$ cat src/rtl/usb_pkg.sv
// Shared USB definitions.
//  stuff_state_t : bit-stuffer FSM states
//  USB_MAX_ONES  : consecutive-ones run length that forces a stuffed 0
package usb_pkg;

  typedef enum logic [1:0] {
    IDLE  = 2'd0,
    RUN   = 2'd1,
    STUFF = 2'd2,
    DONE  = 2'd3
  } stuff_state_t;

  localparam int unsigned USB_MAX_ONES = 6;

endpackage : usb_pkg

$ cat src/rtl/bit_stuffer.sv
// Bit stuffer: inserts a 0 after every MAX_ONES consecutive 1s of the encoder
// stream and stalls the encoder with pause while the stuffed bit goes out.
//  clk        : system clock
//  rst        : synchronous active-high reset
//  start      : 1-cycle packet start pulse; first bit arrives next cycle
//  endr       : encoder has no more bits (level)
//  s_in       : encoder serial bit, taken in RUN when pause==0 and endr==0
//  pause      : combinational encoder stall, high only in STUFF
//  out_bit    : registered stuffed-stream bit
//  out_valid  : out_bit valid this cycle
//  out_first  : first bit of packet (with out_valid)
//  stuff_done : 1-cycle pulse once the last bit is out
module bit_stuffer
  import usb_pkg::*;
#(
  parameter int unsigned MAX_ONES = USB_MAX_ONES
) (
  input  logic clk,
  input  logic rst,
  input  logic start,
  input  logic endr,
  input  logic s_in,
  output logic pause,
  output logic out_bit,
  output logic out_valid,
  output logic out_first,
  output logic stuff_done
);

  localparam int unsigned CNT_W = $clog2(MAX_ONES + 1);
  localparam logic [CNT_W-1:0] CNT_LAST = CNT_W'(MAX_ONES - 1);

  stuff_state_t     state, state_nxt;
  logic [CNT_W-1:0] ones_cnt, ones_cnt_nxt;
  logic             first_pend, first_pend_nxt;
  logic             out_bit_nxt, out_valid_nxt, out_first_nxt, stuff_done_nxt;

  // State and registered outputs
  always_ff @(posedge clk) begin
    if (rst) begin
      state      <= IDLE;
      ones_cnt   <= '0;
      first_pend <= 1'b0;
      out_bit    <= 1'b0;
      out_valid  <= 1'b0;
      out_first  <= 1'b0;
      stuff_done <= 1'b0;
    end else begin
      state      <= state_nxt;
      ones_cnt   <= ones_cnt_nxt;
      first_pend <= first_pend_nxt;
      out_bit    <= out_bit_nxt;
      out_valid  <= out_valid_nxt;
      out_first  <= out_first_nxt;
      stuff_done <= stuff_done_nxt;
    end
  end

  // Next state, run-length counter and next registered outputs
  always_comb begin
    state_nxt      = state;
    ones_cnt_nxt   = ones_cnt;
    first_pend_nxt = first_pend;
    out_bit_nxt    = 1'b0;
    out_valid_nxt  = 1'b0;
    out_first_nxt  = 1'b0;
    stuff_done_nxt = 1'b0;

    unique case (state)
      IDLE: begin
        if (start) begin
          state_nxt      = RUN;
          ones_cnt_nxt   = '0;
          first_pend_nxt = 1'b1;
        end
      end

      RUN: begin
        if (endr) begin
          state_nxt = DONE;
        end else if (start) begin
          // Restart: forget the run length, next bit is a new first bit
          ones_cnt_nxt   = '0;
          first_pend_nxt = 1'b1;
        end else begin
          out_bit_nxt    = s_in;
          out_valid_nxt  = 1'b1;
          out_first_nxt  = first_pend;
          first_pend_nxt = 1'b0;
          if (!s_in) begin
            ones_cnt_nxt = '0;
          end else if (ones_cnt == CNT_LAST) begin
            ones_cnt_nxt = '0;
            state_nxt    = STUFF;
          end else begin
            ones_cnt_nxt = ones_cnt + CNT_W'(1);
          end
        end
      end

      // Stuffed 0 is always emitted, even if endr rose meanwhile
      STUFF: begin
        out_valid_nxt = 1'b1;
        state_nxt     = RUN;
      end

      DONE: begin
        stuff_done_nxt = 1'b1;
        state_nxt      = IDLE;
      end

      default: state_nxt = IDLE;
    endcase
  end

  // Encoder stall
  always_comb begin
    pause = 1'b0;
    if (state == STUFF) pause = 1'b1;
  end

endmodule : bit_stuffer
$ cat config.mk
export PLATFORM = sky130hd
export DESIGN_NAME = bit_stuffer
export DESIGN_NICKNAME = d
export VERILOG_FILES = /design/src/rtl/usb_pkg.sv /design/src/rtl/bit_stuffer.sv
export SDC_FILE = /design/constraint.sdc
export NUM_CORES = 1
export LEC_CHECK = 0
export CAP_MARGIN = 20
export CORE_AREA = 2 2 39 41
export DETAILED_ROUTE_END_ITERATION = 8
export DIE_AREA = 0 0 41 43
export PLACE_DENSITY = 0.67
export SETUP_SLACK_MARGIN = 0.5
export SKIP_CTS_REPAIR_TIMING = 1
export SLEW_MARGIN = 5
export SYNTH_ARGS = -nofsm -noshare
export SYNTH_HDL_FRONTEND = slang
export SYNTH_SLANG_ARGS = --single-unit
$ cat constraint.sdc
create_clock -name clk -period 1.95 [get_ports clk]
set_input_delay 0.39 -clock clk [delete_from_list [all_inputs] [get_ports clk]]
set_output_delay 0.39 -clock clk [all_outputs]
set_load 0.03 [all_outputs]
==> results.sh <==
export IMPL_status="finished, final reports clean"
export IMPL_first_iter_violations=10
export IMPL_power_density_nw_per_um2=743
export IMPL_placementRows=14
export IMPL_ys_flop_type="dfxtp_1"
export IMPL_ys_seq_area_share_pct=37.4
export IMPL_syn_area_um2=536
export IMPL_crit_fanout=4
export IMPL_yosys_top_cells_area="dfxtp_1 37%, ha_1 9.3%, nand2b_1 3.5%"
export IMPL_core_um2=1380
export IMPL_synth_warnings=0
export IMPL_tightest_slew_ns=0.359
export IMPL_io_pins=10
export IMPL_die_w_um=41
export IMPL_gr_usage_all_layers_pct=15.0
export IMPL_slowest_delay_ns=0.34
export IMPL_die_area_um2=1760
export IMPL_ys_ff_latch=10
export IMPL_stdcell_count=84
export IMPL_setup_viol=0
export IMPL_utilization_pct=50.6
export IMPL_critPathCaptureType="output pin"
export IMPL_portBuffers=9
export IMPL_yosysMostFrequentCell="dfxtp_1"
export IMPL_netlist_area_leader_share_pct=37.4
export IMPL_area_growth_pct=30.8
export IMPL_dp_final_hpwl_um=734
export IMPL_grt_pass1_vias=369
export IMPL_cts_made_buffers=3
export IMPL_synth_edf_count=0
export IMPL_grt_pass1_wl_um=1640
export IMPL_arrival_ns=1.15
export IMPL_insertedDiodeCount=0
export IMPL_postSynth_asyncResetShare_pct=0
export IMPL_syn_inst=57
export IMPL_rrSetupSlack_ns=0.49
export IMPL_p_leak_nw=0.378
export IMPL_tns_ns=0
export IMPL_fin_nets=78
export IMPL_root_buffer="clkbuf_4"
export IMPL_grt_max_degree=12
export IMPL_fp_dieH_um=43
export IMPL_drive_gt1_share_pct=22.1
export IMPL_max_vdd_ir_drop_v=0.000301
export IMPL_criticalPathCategory="flip-flop to output pin"
export IMPL_avgSynthCellArea_um2=9.39
export IMPL_post_place_cells=80
export IMPL_rsz0062_at_grt="yes"
export IMPL_slew_headroom_pct=76.0
export IMPL_detail_route_antenna_nets=0
export IMPL_critPathRequiredTime_ns=1.56
export IMPL_timing_fmax_mhz=650
export IMPL_worstSetupStartpointType="flip-flop"
export IMPL_cts_path_max_buffers=2
export IMPL_wl_per_cell_um=12.7
export IMPL_cpMaxStageDelayCell="dfxtp_2"
export IMPL_place_congestion=0.764
export IMPL_initial_core_util_pct=38.7
export IMPL_ys_top_cells_by_count="10 x dfxtp_1, 4 x ha_1, 4 x inv_1"
export IMPL_crit_buf_inv=2
export IMPL_fin_area_um2=701
export IMPL_worst_clock_skew_ns=0.00292
export IMPL_clk_latency_ns=0.27
export IMPL_placement_cell_area_um2=634
export IMPL_drc_errors=0
export IMPL_hold_viol_final=0
export IMPL_min_period_over_period_pct=78.8
export IMPL_max_cap_violations=0
export IMPL_cts_sinks=10
export IMPL_clk_pin_slew_ns=0.07
export IMPL_dr_pass1_iters=2
export IMPL_vias=440
export IMPL_synth_distinct_cells=30
export IMPL_hp_class="input port to flip-flop"
export IMPL_path_delay_family="buffers and inverters"
export IMPL_cts_tree="built"
export IMPL_post_route_min_period_ns=1.54
export IMPL_vias_per_cell=5.24
export IMPL_crit_chain="inv_1 -> ha_1 -> dlymetal6s2s_1"
export IMPL_htree_levels=1
export IMPL_grt_ovfl_total=0
export IMPL_slew_viol_final=0
export IMPL_synth_area_leader_cell="dfxtp_1"
export IMPL_antenna_found_initial=0
export IMPL_synth_nets=66
export IMPL_wirelength_um=1070
power by group:
part | leakage, nW | internal, mW | switching, mW
sequential | 0.0819 | 0.214 | 0.00639
clock | 0.0210 | 0.113 | 0.0787
combinational | 0.275 | 0.0495 | 0.0582
layer usage:
metal  GRT usage, %  routed length [µm]  up-vias
met5              0                   0        -
met1           17.6                 492      200
li1               -                   -      229
met3           6.28                  56        2
met4           14.0                  18        0
met2           19.4                 499        9
worst min-delay path, cell delays in order:
cell and delay [ns]:
dlymetal6s2s_1 0.16, nand2b_4 0.09, nor3_1 0.04
worst paths after layout:
kind,start,endpoint,cells after the start
hold reg to reg,first_pend,out_first,2
hold / removal,s_in,out_bit,3
setup / recovery,state[0],pause,3
setup reg to reg,state[0],state[1],4
stage by stage:
step / hold slack, ns / setup WS (ns) / total power [mW]
floorplan: 0.444 / 0.512 / 0.298
global placement: 0.471 / 0.210 / 0.327
detailed placement: 0.465 / 0.171 / 0.327
CTS: 0.478 / 0.00489 / 0.521
global route: 0.471 / 0.346 / 0.550
finish: 0.460 / 0.413 / 0.520
area by class of cell:
type                       instances  area, µm²
multi-input combinational         40        312
clock buffer                       4       36.3
inverter                           4       15.0
fill                             127        683
tap                               16       20.0
timing repair buffer              10        115
sequential                        10        203
logic make-up after synthesis:
logic type | count (synthesis) | synth area share (%)
adders and majority gates | 4 | 9.35
and+or+nand+nor | 22 | 27.3
muxes | 2 | 3.97
DFF | 10 | 37.4
buffers and inverters | 7 | 6.31
AOI/OAI and AO/OA | 12 | 15.7
state kept, by name, indices dropped and copies added (netlist names):
name,cells
out_first,1
stuff_done,1
out_valid,1
out_bit,1
state,2
ones_cnt,3
first_pend,1
placed cells by master, fill, tap and decap left out, drive strengths merged, types with 2 or more instances in the layout:
cell           instances
o21ai                  2
nor3                   3
dfxtp                 10
dlymetal6s2s           7
a21oi                  2
nand2                  3
clkbuf                 4
a221oi                 2
clkdlybuf4s50          2
and3b                  2
ha                     4
inv                    4
nor2b                  3
nand2b                 4
Power figures use the tool's default switching activity.
